## src/rtl/envelope_generator.sv

```systemverilog
// envelope_generator: per-voice ADSR amplitude stage scaling oscillator samples by a tick-driven envelope.
// Build with ENVELOPE_LEGATO_RETRIGGER_EN to retrigger from the current level instead of zero.
module envelope_generator #(
  parameter int AUDIO_BIT_WIDTH = 24,
  parameter int ENV_WIDTH = 16,
  parameter int TICK_DIV = 1042
) (
  input  logic                              clock_50_000_000,
  input  logic                              reset,
  input  logic                              gate,
  input  logic [ENV_WIDTH-1:0]              attack_step,
  input  logic [ENV_WIDTH-1:0]              decay_step,
  input  logic [ENV_WIDTH-1:0]              sustain_level,
  input  logic [ENV_WIDTH-1:0]              release_step,
  input  logic signed [AUDIO_BIT_WIDTH-1:0] sample_in,
  output logic signed [AUDIO_BIT_WIDTH-1:0] sample_out,
  output logic [ENV_WIDTH-1:0]              level,
  output logic                              active
);
  localparam int CW = TICK_DIV > 1 ? $clog2(TICK_DIV) : 1;
  localparam int PW = AUDIO_BIT_WIDTH + ENV_WIDTH + 1;
  localparam logic [ENV_WIDTH-1:0] MAX = '1;
  typedef enum logic [2:0] {IDLE, ATTACK, DECAY, SUSTAIN, RELEASE} state_t;
  state_t state_q, state_d;
  logic [ENV_WIDTH-1:0] level_q, level_d;
  logic [CW-1:0] cnt_q, cnt_d;
  logic gate_q, tick, rise, fall;
  logic [ENV_WIDTH:0] sum;
  logic signed [ENV_WIDTH:0] dif;
  logic signed [PW-1:0] prod;
  logic signed [AUDIO_BIT_WIDTH-1:0] sample_q, sample_d;
  always_comb begin
    tick = cnt_q == CW'(TICK_DIV - 1);
    cnt_d = tick ? '0 : cnt_q + 1'b1;
    rise = gate & ~gate_q;
    fall = ~gate & gate_q;
    sum = {1'b0, level_q} + {1'b0, attack_step};
    dif = $signed({1'b0, level_q}) - $signed({1'b0, decay_step});
    prod = sample_in * $signed({1'b0, level_q});
    sample_d = AUDIO_BIT_WIDTH'(prod >>> ENV_WIDTH);
    state_d = state_q;
    level_d = level_q;
    case (state_q)
      IDLE: state_d = rise ? ATTACK : IDLE;
      ATTACK: if (tick) begin
        state_d = (attack_step == '0 || sum >= {1'b0, MAX}) ? DECAY : ATTACK;
        level_d = (attack_step == '0 || sum >= {1'b0, MAX}) ? MAX : sum[ENV_WIDTH-1:0];
      end
      DECAY: if (tick) begin
        state_d = (decay_step == '0 || dif <= $signed({1'b0, sustain_level})) ? SUSTAIN : DECAY;
        level_d = (decay_step == '0 || dif <= $signed({1'b0, sustain_level})) ? sustain_level : dif[ENV_WIDTH-1:0];
      end
      SUSTAIN: level_d = tick ? sustain_level : level_q;
      RELEASE: if (rise) begin
        state_d = ATTACK;
`ifdef ENVELOPE_LEGATO_RETRIGGER_EN
        level_d = level_q;
`else
        level_d = '0;
`endif
      end else if (tick) begin
        state_d = (release_step == '0 || level_q <= release_step) ? IDLE : RELEASE;
        level_d = (release_step == '0 || level_q <= release_step) ? '0 : level_q - release_step;
      end
      default: state_d = IDLE;
    endcase
    // a release request overrides the tick's state change but keeps its level result
    if (fall && (state_q == ATTACK || state_q == DECAY || state_q == SUSTAIN)) state_d = RELEASE;
  end
  always_ff @(posedge clock_50_000_000) begin
    if (reset) begin
      state_q <= IDLE;
      level_q <= '0;
      cnt_q <= '0;
      gate_q <= 1'b0;
      sample_q <= '0;
    end else begin
      state_q <= state_d;
      level_q <= level_d;
      cnt_q <= cnt_d;
      gate_q <= gate;
      sample_q <= sample_d;
    end
  end
  assign sample_out = sample_q;
  assign level = level_q;
  assign active = state_q != IDLE;
endmodule
```

## config.mk

```make
export PLATFORM = sky130hd
export DESIGN_NAME = envelope_generator
export DESIGN_NICKNAME = d
export VERILOG_FILES = /design/src/rtl/envelope_generator.sv
export SDC_FILE = /design/constraint.sdc
export NUM_CORES = 1
export LEC_CHECK = 0
export BUFFER_PORTS_ARGS = -buffer_cell sky130_fd_sc_hd__buf_2
export CORE_MARGIN = 4
export CORE_UTILIZATION = 50
export DETAILED_ROUTE_END_ITERATION = 8
export PLACE_DENSITY = 0.69
export SETUP_SLACK_MARGIN = 0.05
export SLEW_MARGIN = 20
export SYNTH_ARGS = -nofsm -noshare
export SYNTH_HDL_FRONTEND = slang
export SYNTH_SLANG_ARGS = --single-unit
```

## constraint.sdc

```tcl
create_clock -name clock_50_000_000 -period 6.31 [get_ports clock_50_000_000]
set_input_delay 0.631 -clock clock_50_000_000 [delete_from_list [all_inputs] [get_ports clock_50_000_000]]
set_output_delay 0.631 -clock clock_50_000_000 [all_outputs]
set_load 0.05 [all_outputs]
```

Word level (Yosys, flattened, before mapping)
Cells that the tools add are included.

Flip-flop bits (word level): 55. Bits in latches: 0. RAM bits: 0. ROM bits: 0. Input port bits: 91. Output and inout port bits: 41. Word-level logic and storage cells: 68. Memories kept: 0.

Add/subtract/negate cells: 4. Multipliers: 1. Div/mod/pow operators: 0. Order comparisons: 3. Equality and inequality tests: 13. Shift operators: 0. Mux-type cells: 19. Bitwise logic cells: 5. Reduce and logical (&&, ||, !) cells: 17.

Operators with widths (number): $mux W16 (8); $pmux W16 S4 (1); $logic_not A16 Y1 (3); $mul A24 B17 Y40 (1); $mux W3 (6); $add A16 B16 Y17 (1); $ge A17 B16 Y1 const B (1); $le A17 B17 Y1 (1); $sub A16 B16 Y17 (1); $le A16 B16 Y1 (1); $sub A16 B16 Y16 (1); $pmux W3 S5 (1); $add A11 B1 Y11 const B (1); $eq A11 B11 Y1 const B (1); $reduce_and A4 Y1 (2); $eq A3 B2 Y1 const B (2); $ne A2 B2 Y1 const B (3); $ne A3 B2 Y1 const B (2); $logic_or A1 B1 Y1 (5); $reduce_and A5 Y1 (1); $ne A4 B4 Y1 const B (1); $reduce_bool A4 Y1 (1); $reduce_or A2 Y1 (2); $eq A3 B1 Y1 const B (1); other kinds (10) (14).

Longest topological paths before layout
Gate-level depths: netlist (run 1).

Depth in word-level cells: 7. Depth in mapped cells: 25. Gate-level depth less buffers: 24.

Worst setup path after synthesis (run 1)
OpenSTA, ideal clock, no wires.

Path kind: flip-flop to flip-flop. Start point: register level_q[2] (netlist: level[2]). End point: register sample_q[22] (netlist: sample_out[22]). Setup time: 0.128 ns. Arrival time: 6.712 ns. Data required time: 6.182 ns. Path slack: -0.529 ns. Cell stages (with the launch flop): 24. Path buffers: 2. Path through: dfxtp_1 > clkbuf_1 > clkbuf_1 > nand2_1 > fa_1 > fa_1 > fa_1 > fa_1 > inv_1 > fa_1 > inv_1 > fa_1 > inv_1 > ha_1 > o21a_1 > o21ai_0 > and3b_1 > o31ai_2 > o21ai_1 > a221oi_2 > o211ai_1 > a31oi_1 > xor2_1 > nor2_1.

Word-level cells in the longest chain between the ends: 1.

RTL lines: start, declared (RTL line 25) `logic [ENV_WIDTH-1:0] level_q, level_d;`; start signal, assigned (RTL line 79) `level_q <= level_d;`; $mul A24 B17 Y40 (RTL line 39) `prod = sample_in * $signed({1'b0, level_q});`; end signal, assigned (RTL line 82) `sample_q <= sample_d;`; end, declared (RTL line 31) `logic signed [AUDIO_BIT_WIDTH-1:0] sample_q, sample_d;`.

Every way passes these cells. A chain may end at the register's enable or synchronous reset.

Final worst setup path (run 1)
Start point: input sample_in[5]. End point: register sample_q[20] (netlist: sample_out[20]).

Word-level cells in the longest chain between the ends: 1.

RTL lines: start, declared (RTL line 15) `input logic signed [AUDIO_BIT_WIDTH-1:0] sample_in,`; $mul A24 B17 Y40 (RTL line 39).

Every way passes these cells.

==> summary.md, run 1 <==
| Metric | Value |
|---|---|
| Result of the run | completed |
| Final-report setup violation count | 0 |
| Arrival @ worst endpoint | around 6400 ps |
| Count of nets left with antenna violations after detail routing | 0 |
| Die span in x | 199 µm |
| Count of unique library cells instantiated by Yosys | 73 |
| Total GRT Usage | 26.1% |
| CTS tree | built |
| Routability-driven placement congestion ratio | between 0.9 and 1 |
| Leakage power of the design | 11.1 nW |
| GR met1 Demand/Resource | around a third |
| Endpoint of the worst-slack reg-to-reg timing path | sample_out[20] |
| Number of nets in the synthesized netlist | 2743 |
| # port buffers | between 100 and 150 |
| Initial antenna violation count | 3 |
| # Max-Cap Violations | 0 |
| Aggregate global routing overflow | 0 |
| Detailed-route DRC error count | 0 |
| Standard-cell row count | 69 |
| Data required, critical path | 6520 ps |
| #FFs+latches synth | 55 |
| Worst slew margin relative to its limit | between 20% and 30% |
| Number of detailed-routing iterations run before antenna repair | 5 |
| Maximum buffer depth of the clock tree | 2 |
| Worst hold path type | register to register |
| Average detailed-routed wire length per instance | 17.8 µm |
| Number of top-level design ports | around 130 |
| DRT iter0 DRCs | roughly 770 |
| Worst r2r src | level[5] |
| Global-route layer with the greatest usage | met2 |
| Number of synthesized flops with an enable pin | 0 |
| Setup clock skew after layout | approximately 14 ps |
| Vias per inst | around 5.4 |
| Final cell count without fillers | ~2.8k |
| Global-route met2 utilization | between 40% and 50% |
| Category of the critical setup timing path | primary input to register |
| Endpoint kind of the worst setup timing path | register |
| Global-route wire length before repair | slightly above 80000 µm |
| Overall die height | roughly 200 µm |
| Number of cells on the worst hold path | 1 |
| Area of the core region | between 0.03 and 0.04 mm² |
| Most used DFF post-synth | dfxtp_1 |
| Final hold vios | 0 |
| Yosys warns | 0 |
| Dpl hpwl | between 40000 and 50000 µm |
| Timing-limited maximum frequency | 0.162 GHz |
| Num Clock Sinks | 55 |
| Kind of start point of the critical path | primary input |
| Pin count of the biggest net entering global routing | 32 |
| Number of hold buffers added after cts | 0 |
| Reg2Reg Setup Slack | approximately 140 ps |
| Source of the worst hold timing path | cnt_q[0] |
| Vias | between 10k and 15k |
| Initial core utilization | between 50% and 60% |
| Mean instance size in the synthesized netlist | about 8.6 µm² |
| Power per cell area | around 54 mW/mm² |
| Met3 Track Usage GR | 3.66% |
| Fraction of layout instances using a drive strength above 1 | 15.9% |
| Final Power | around 0.0011 W |
| Area Overhead vs Synth | 14.7% |
| Count of final max-slew check failures | 0 |
| Unrepaired setup endpoints after global routing | true |
| H-tree depth reported by CTS | 2 |
| Utilization of the core after routing | 58.4% |
| Clock input transition at the sequential cells of the worst setup and hold paths | 70 ps |
| Final worst path period need | about 6200 ps |
| Portion of the post-synthesis area used by sequential elements | under 10% |
| Total routed wirelength | about 49000 µm |
| # placed instances | 2760 |
| Slew at the pin closest to its max-slew limit | 1160 ps |
| Die area | roughly 0.040 mm² |
| Clk Latency, worst-skew pair | 340 ps |
| Share of flip-flops with an asynchronous set or reset | 0% |
| Capture endpoint of the worst hold path | cnt_q[0] |
| Crit Path Max Fanout | 6 |
| Clock root cell | clkbuf_16 |
| Number of buffers inserted during clock tree synthesis | 5 |
| Cell area after synthesis | between 0.015 and 0.02 mm² |
| Vias in the first global route | between 15k and 20k |
| Gate Count Post-Synth | about 2.1k |
| Share of the clock period used by the worst path after layout | between 90% and 100% |
| Maximum vdd ir drop | 0.0000967 V |
| Fin nets | 2947 |
| Number of cells on the worst reg-to-reg path | 26 |
-- how the worst max path moves through the flow --
| stage | start | end | slack (ps) | cells past startpoint |
|---|---|---|---|---|
| after floorplan | sample_in[10] | sample_out[22] | 60 | 22 |
| after global placement | sample_in[7] | sample_out[22] | -370 | 24 |
| after detailed placement | sample_in[7] | sample_out[22] | -450 | 24 |
| after CTS | level[5] | sample_out[22] | 50 | 24 |
| after global routing | sample_in[9] | sample_out[20] | -150 | 25 |
| final | sample_in[5] | sample_out[20] | 120 | 26 |
-- state kept, by name, summed over array words and instances, names as in the netlist --
register	flops
sample_out	24
cnt_q	11
gate_q	1
state_q	3
level	16
-- layout by cell type (no fill, tap or decap), types with 31 or more instances in the layout --
master   netlist  final
nor2_1        75     75
xnor2_1       48     46
fa_1         373    364
xor2_1        31     31
inv_1        506    500
buf_4          1    123
and2_1       153    144
nand2_1      277    277
buf_2          2    126
a21oi_1       59     54
dfxtp_1       55     43
ha_1         162    155
-- through the flow --
step           hold slack, ps  setup TNS [ps]  setup slack (ps)  instance area (µm²)
2_1_floorplan             434               0              63.3                18300
3_3_place_gp              446           -2530              -368                20200
3_5_place_dp              457           -3620              -448                20200
4_1_cts                   475               0              46.9                20500
5_1_grt                   530            -370              -145                20900
6_report                  471               0               118                20900
-- logic make-up (layout without fill, tap and decap cells) --
group / after synthesis / count (layout) / synth area share (%)
compound gates: 218 / 218 / 8.35
xor+xnor: 79 / 79 / 3.80
fa+ha+maj: 535 / 535 / 52.2
buf+inv: 582 / 787 / 12.0
flops: 55 / 55 / 6.05
mux: 10 / 10 / 0.605
other cells: 0 / 1 / 0
simple gates: 638 / 638 / 17.0
-- synthesized netlist by cell type (all sizes together) (13+ instances only) --
library cell	n	area [µm²]
nor4	18	119
nor2	75	282
ha	162	2030
fa	373	7470
nor3	27	135
xor2	31	272
o21ai	37	189
clkbuf	73	274
dfxtp	55	1100
nand3	21	110
and3	13	81.3
nand2	277	1040
xnor2	48	420
a21o	24	180
and2	153	957
inv	506	1900
a31oi	14	87.6
a21oi	60	304
nand4	15	93.8
-- power breakdown --
group / internal (W) / total [W] / switching [W]
Sequential: 0.000352 / 0.000360 / 0.00000841
Combinational: 0.000171 / 0.000426 / 0.000255
Clock: 0.000189 / 0.000347 / 0.000158
-- layer usage --
metal  up-vias  share of wire, %
met1      7493                40
li1       6879                 -
met3        87               5.6
met4         4               2.9
met2       432                52
met5         -             0.049
-- layout make-up --
class | instances | area (µm²)
Antenna cell | 1 | 2.50
Clock buffer | 7 | 133
Clock inverter | 1 | 30.0
Fill cell | 3190 | 14900
Inverter | 506 | 1900
Multi-Input combinational cell | 1480 | 15200
Sequential cell | 55 | 1140
Tap cell | 461 | 577
Timing Repair Buffer | 273 | 1910
-- worst max-delay path, stage by stage --
cell and delay, ps:
buf_2 140, buf_6 140, and2_4 150, fa_1 520, inv_1 50, fa_1 510, inv_1 60, fa_2 530
fa_2 450, fa_1 490, inv_1 50, fa_1 490, inv_2 50, ha_4 210, and3_4 180, o2111ai_2 80
o21ba_4 190, o31ai_4 210, buf_6 150, o21ai_4 90, a221oi_4 320, buf_4 170, o211ai_1 90, a21oi_1 200
xor2_1 160, nor2_1 50
-- repair_timing --
item	CTS	global route
buffers inserted	3	13
gates resized for setup	12	73
setup endpoints to repair	9	12
pin swaps	13	50
Note: power is estimated with default switching activity, not from simulation.
==> run 2: changes to the inputs <==
CORE_UTILIZATION = 40   (was 50)
CTS_BUF_LIST = sky130_fd_sc_hd__clkbuf_8   (was not set)
PLACE_DENSITY = 0.57   (was 0.69)
==> run 2 against run 1 <==
  * Via count decreased by 1.6%
  * Final cell count is 5.0% higher
  * Count of clock-buffer cells in the layout shrank 2
  * Critical path type unchanged
  * Wire length rose by 2.1%
  * Power is 7.3% lower
  * Final area grew 0.23%
  * Global-route usage decreased by 5.1 points
==> summary.md, run 2 (same netlist as run 1, synthesis figures left out) <==
| Metric | Value |
|---|---|
| Final non-filler cell area | between 0.02 and 0.025 mm² |
| Overall die height | around 220 µm |
| Setup TNS | 0 ps |
| Worst slew margin relative to its limit | 35.6% |
| Fraction of layout instances using a drive strength above 1 | ~16% |
| Die area | between 0.04 and 0.05 mm² |
| Most prevalent standard cell on the critical path | fa_1 |
| CP Capture Point | sample_out[20] |
| Endpoint of the worst-slack reg-to-reg timing path | sample_out[20] |
| Clock input transition at the sequential cells of the worst setup and hold paths | 110 ps |
| Average detailed-routed wire length per instance | about 17 µm |
| Comb pwr share | 40.2% |
| Clock root cell | clkbuf_8 |
| Critical Path Slowest Stage Cell | fa_1 |
| Switching power of the nets | approximately 0.00041 W |
| Wire length on met1 | about 21000 µm |
| Kind of start point of the critical path | primary input |
| Reg2Reg Setup Slack | roughly 70 ps |
| Arrival @ worst endpoint | roughly 6600 ps |
| CTS tree | built |
| Worst r2r src | level[5] |
| Number of buffers inserted during clock tree synthesis | 5 |
| Sequential power share | roughly a third |
| Die span in x | 221 µm |
| H-tree depth reported by CTS | 2 |
| Vias in the first global route | 16.0k |
| Category of the critical setup timing path | primary input to register |
| Count of final max-slew check failures | 0 |
| Count of nets left with antenna violations after detail routing | 0 |
| Crit Path Max Fanout | 7 |
| Clk Latency, worst-skew pair | 390 ps |
| Leakage power of the design | 11.1 nW |
| Design internal power | 0.000636 W |
| DRT iter0 DRCs | 692 |
| Total routed wirelength | slightly above 50000 µm |
| Pin count of the biggest net entering global routing | 32 |
| Vias | 14.7k |
| Utilization of the core after routing | a little under half |
| Endpoint kind of the worst setup timing path | register |
| Fin nets | slightly below 3k |
| Slowest stage delay, CP | about 560 ps |
| Final hold vios | 0 |
| Final worst path period need | roughly 6300 ps |
| Timing-limited maximum frequency | ~0.16 GHz |
| Post-detailed-placement cell area | 0.0204 mm² |
| Share of the clock period used by the worst path after layout | between 90 and 100% |
| Total GRT Usage | 21.1% |
| Wire length on met3 | between 2000 and 2500 µm |
| Slew at the pin closest to its max-slew limit | ~960 ps |
| Power per cell area | 50.2 mW/mm² |
| Detailed-route DRC error count | 0 |
| Global-route wire length before repair | 82800 µm |
| Num Clock Sinks | 55 |
| Number of cells on the worst hold path | 1 |
| Routability-driven placement congestion ratio | 0.903 |
| Dpl hpwl | ~43000 µm |
| Flip-flop count of the largest register, all copies and words added | 24 |
| Setup slack after layout | 13.4 ps |
| Leading cell type in the layout, fill and taps excluded | inv_1 |
| Unrepaired setup endpoints after global routing | true |
| Final-report setup violation count | 0 |
| Number of detailed-routing iterations run before antenna repair | 5 |
| Worst slack at placement | -466 ps |
| Number of cells on the worst reg-to-reg path | 25 |
| Standard-cell row count | 77 |
| Aggregate global routing overflow | 0 |
| Area of the core region | 0.0446 mm² |
| Cell Chain, Critical Path | buf_2, buf_4, buf_12, and2_1, fa_1, fa_1, fa_1, fa_1, fa_1, inv_1, fa_1, inv_1, ha_4, a21o_1, a21oi_2, nand3b_1, o31ai_4, o21ai_4, a221oi_4, buf_4, o211ai_1, a21oi_1, xor2_1, nor2_1 |
| Sw frac | approximately 39% |
| Setup clock skew after layout | 24.0 ps |
| Maximum buffer depth of the clock tree | 2 |
| Worst hold path type | register to register |
| # port buffers | 131 |
| Critical path launch point | sample_in[7] |
| Top routing layer used | met5 |
| Result of the run | completed |
| Initial core utilization | 40.8% |
| Data required, critical path | around 6600 ps |
| Maximum vdd ir drop | just under 0.00009 V |
| Area Overhead vs Synth | 14.9% |
| # Max-Cap Violations | 0 |
| Met2 Wirelength | 25700 µm |
| Clock network fraction of total power | 25.4% |
| Initial antenna violation count | 5 |
| Number of top-level design ports | between 100 and 150 |
| Vias per inst | approximately 5 |
| Top library cells by usage in the layout, fill and taps aside | inv_1 (504), fa_1 (366), nand2_1 (277) |
-- run 2: layer usage --
| metal | track usage [%] | vias to the layer above |
|---|---|---|
| li1 | - | 6896 |
| met1 | 26.1 | 7398 |
| met5 | 0 | - |
| met4 | 6.87 | 4 |
| met2 | 37.9 | 301 |
| met3 | 2.92 | 65 |
-- run 2: layout make-up --
class | instances | area, µm²
fill | 4377 | 23700
multi-input combinational | 1480 | 15100
inverter | 506 | 1900
timing repair buffer | 279 | 1900
sequential | 55 | 1140
tap | 592 | 741
clock buffer | 5 | 68.8
clock inverter | 3 | 37.5
antenna | 3 | 7.51
-- run 2: critical path: cells and delay by family --
kind	cells	cell delay, ps
and+or+nand+nor	3	350
AOI/OAI and AO/OA	7	1490
xor gates and xnor gates	1	160
buffers and inverters	6	710
adders and majority gates	7	3180
-- run 2: stage by stage --
step | total power (W) | instances | hold WS [ps]
after global placement | 0.000778 | 2899 | 451
after floorplan | 0.000612 | 2117 | 434
after CTS | 0.00107 | 2915 | 488
after global routing | 0.00112 | 2921 | 505
final | 0.00105 | 2923 | 486
after detailed placement | 0.000784 | 2899 | 468
-- run 2: power groups by stage --
stage	combinational, W	sequential, W	clock [W]
after floorplan	0.000227	0.000386	0
after global placement	0.000408	0.000371	0
after detailed placement	0.000413	0.000371	0
after CTS	0.000418	0.000362	0.000287
after global routing	0.000469	0.000363	0.000293
final	0.000422	0.000361	0.000267
-- run 2: repair_timing --
action | in CTS | in global routing
hold buffers | 0 | 0
gates resized for setup | 20 | 33
setup endpoints to repair | 8 | 11
pin swaps | 17 | 36
setup buffers | 8 | 5
-- run 2: worst min-delay path by stage --
stage          startpoint        to  slack, ps
5_1_grt              gate    gate_q        500
3_5_place_dp     cnt_q[0]  cnt_q[0]        470
3_3_place_gp     cnt_q[0]  cnt_q[0]        450
4_1_cts              gate    gate_q        490
2_1_floorplan    cnt_q[0]  cnt_q[0]        430
6_report         cnt_q[0]  cnt_q[0]        490
==> run 3: changes to the inputs <==
GPL_TIMING_DRIVEN = 0   (was not set)
==> run 3 against run 2 <==
  * The run now ends with setup timing left
  * Global-route usage grew 2.2 points
  * Die area unchanged
  * Non-clock buffer count shrank 36
  * Hold slack worse by 1.5 ps
  * Count of clock-buffer cells in the layout is the same
  * Critical path type unchanged
==> summary.md, run 3 (same netlist as run 1, synthesis figures left out) <==
| Metric | Value |
|---|---|
| Number of fill cells in the layout | 4450 |
| # Max-Cap Violations | 0 |
| Critical Path Slowest Stage Cell | fa_1 |
| Count of nets left with antenna violations after detail routing | 0 |
| Slowest stage delay, CP | around 520 ps |
| Fraction of layout instances using a drive strength above 1 | a little over an eighth |
| Sw frac | about 41% |
| Routability-driven placement congestion ratio | roughly 0.89 |
| Number of detailed-routing iterations run before antenna repair | 5 |
| Vias in the first global route | around 16k |
| Timing-limited maximum frequency | 0.157 GHz |
| Fin nets | around 2.9k |
| Depth of the critical timing path with buffers and inverters included | 24 |
| Clock root cell | clkbuf_8 |
| Endpoint kind of the worst setup timing path | register |
| CP Capture Point | sample_out[23] |
| Switching power of the nets | roughly 0.00044 W |
| Violated checks | setup timing |
| Top library cells by usage in the layout, fill and taps aside | inv_1 (503), fa_1 (369), nand2_1 (277) |
| Area Overhead vs Synth | 13.7% |
| Vias | approximately 15k |
| Initial antenna violation count | 1 |
| Antenna diodes | 0 |
| Crit Path Max Fanout | 10 |
| Total routed wirelength | ~55000 µm |
| # placed instances | 2840 |
| Pin count of the biggest net entering global routing | 17 |
| # port buffers | 131 |
| Number of cells on the worst reg-to-reg path | 24 |
| Area of the core region | 0.0446 mm² |
| Initial core utilization | between 40% and 50% |
| Data required, critical path | 6550 ps |
| Clock network fraction of total power | 26.5% |
| Multi-input logic area | 0.0151 mm² |
| Reg2Reg Setup Slack | -60 ps |
| Standard-cell row count | 77 |
| Number of buffers inserted during clock tree synthesis | 5 |
| Final non-filler cell area | about 0.021 mm² |
| Final cell count without fillers | 2884 |
| Final hold vios | 0 |
| Vias per inst | approximately 5.1 |
| Arrival @ worst endpoint | around 6600 ps |
| Leakage power of the design | 10.9 nW |
| Number of hold buffers added after cts | 0 |
| Largest delay contributor family on the critical path | adder cells |
| Comb pwr share | about two fifths |
| Final worst path period need | roughly 6400 ps |
| Leading cell type in the layout, fill and taps excluded | inv_1 |
| Dpl hpwl | between 40000 and 50000 µm |
| Die area | between 0.04 and 0.05 mm² |
| Design internal power | around 0.00062 W |
| Slew at the pin closest to its max-slew limit | between 1000 and 1500 ps |
| Setup slack after layout | -77.0 ps |
| CTS tree | built |
| Final Power | 0.00106 W |
| Overall die height | about 220 µm |
| Sequential power share | roughly 34% |
| Count of final max-slew check failures | 0 |
| Num Clock Sinks | 55 |
| Clock input transition at the sequential cells of the worst setup and hold paths | ~120 ps |
| Maximum vdd ir drop | 0.000120 V |
| Setup clock skew after layout | 31.0 ps |
| Worst hold margin | 484 ps |
| CP Buf/Inv Count | 6 |
| Result of the run | finished with violations |
| Cell Chain, Critical Path | buf_2, clkbuf_16, nand2_1, fa_1, fa_1, fa_1, inv_1, fa_1, fa_1, inv_1, fa_1, inv_1, ha_4, and3_4, o2111ai_2, o21ba_4, o31ai_4, o21ai_4, a221oi_4, buf_6, o211ai_1, nand4_1, a21oi_1, nor3b_1 |
| Post-detailed-placement cell area | 0.0197 mm² |
| Average detailed-routed wire length per instance | between 15 and 20 µm |
| DRT iter0 DRCs | 851 |
| Aggregate global routing overflow | 0 |
| Reg area | 0.00115 mm² |
| Maximum buffer depth of the clock tree | 2 |
| Worst slew margin relative to its limit | approximately 23% |
| Final-report setup violation count | 3 |
| Total GRT Usage | a little under a quarter |
| H-tree depth reported by CTS | 2 |
| Worst r2r src | level[5] |
| Power per cell area | 51.4 mW/mm² |
| Worst hold path type | register to register |
| Flip-flop count of the largest register, all copies and words added | 24 |
| Most prevalent standard cell on the critical path | fa_1 |
| Detailed-route DRC error count | 0 |
| Unrepaired setup endpoints after global routing | true |
| Critical path launch point | sample_in[15] |
| Share of the clock period used by the worst path after layout | 101% |
| Number of top-level design ports | between 100 and 150 |
| Kind of start point of the critical path | primary input |
| Global-route wire length before repair | 89400 µm |
| Clk Latency, worst-skew pair | 400 ps |
| Endpoint of the worst-slack reg-to-reg timing path | sample_out[22] |
| Category of the critical setup timing path | primary input to register |
| Die span in x | ~220 µm |
-- run 3: changes by cell type in the layout (fill, tap and decap cells not counted), sizes merged --
cell | before | now
clkinv | 0 | 2
buf | 279 | 183
clkbuf | 5 | 65
clkinvlp | 0 | 1
diode | 3 | 0
inv | 508 | 505
-- run 3: worst register-to-register path: cells and delay by family, from the launching register on --
kind | cells | cell delay [ps]
AOI/OAI and AO/OA | 7 | 1500
and+or+nand+nor | 3 | 500
xor gates and xnor gates | 1 | 160
buffers and inverters | 6 | 520
DFF | 1 | 400
adders and majority gates | 7 | 3200
-- run 3: layout make-up --
| class | instances | share of cell area [%] |
|---|---|---|
| clock buffer | 5 | 0.333 |
| sequential | 55 | 5.58 |
| multi-input combinational | 1480 | 72.9 |
| inverter | 506 | 9.20 |
| timing repair buffer | 176 | 5.04 |
| tap | 592 | 3.58 |
| clock inverter | 3 | 0.187 |
| buffer | 67 | 3.23 |
-- run 3: worst min path at each step --
stage / from / endpoint / slack [ps] / cells after the start
5_1_grt: cnt_q[0] / cnt_q[0] / 520 / 1
4_1_cts: cnt_q[0] / cnt_q[0] / 490 / 1
3_3_place_gp: cnt_q[0] / cnt_q[0] / 450 / 1
2_1_floorplan: cnt_q[0] / cnt_q[0] / 430 / 1
3_5_place_dp: cnt_q[0] / cnt_q[0] / 460 / 1
6_report: cnt_q[0] / cnt_q[0] / 480 / 1
-- run 3: power groups by stage --
stage	registers, W	clock network, W	logic [W]
floorplan	0.000386	0	0.000227
global placement	0.000368	0	0.000391
detailed placement	0.000369	0	0.000396
CTS	0.000357	0.000301	0.000421
global route	0.000358	0.000306	0.000469
finish	0.000356	0.000282	0.000426
-- run 3: metal layers --
metal	vias up	wire length (µm)	global-route usage (%)	part of all wire, %
met5	-	13	0	0.024
met4	2	2070	8.17	3.7
met3	91	3620	3.96	6.5
met2	452	26300	39.3	48
met1	7474	23200	30.2	42
li1	6830	-	-	-
-- run 3: timing repair --
item,CTS,global route
buffers inserted,39,6
gates cloned,0,0
pin swaps,28,15
resized for setup,136,29
endpoints found under the setup margin,20,19
-- run 3: per-stage QoR --
stage	setup TNS (ps)	util (%)	setup slack, ps
finish	-145	46.4	-77.0
global placement	-15610	44.1	-1240
global route	-1730	46.4	-318
detailed placement	-18650	44.1	-1380
CTS	-208	46.1	-104
floorplan	0	-	63.3
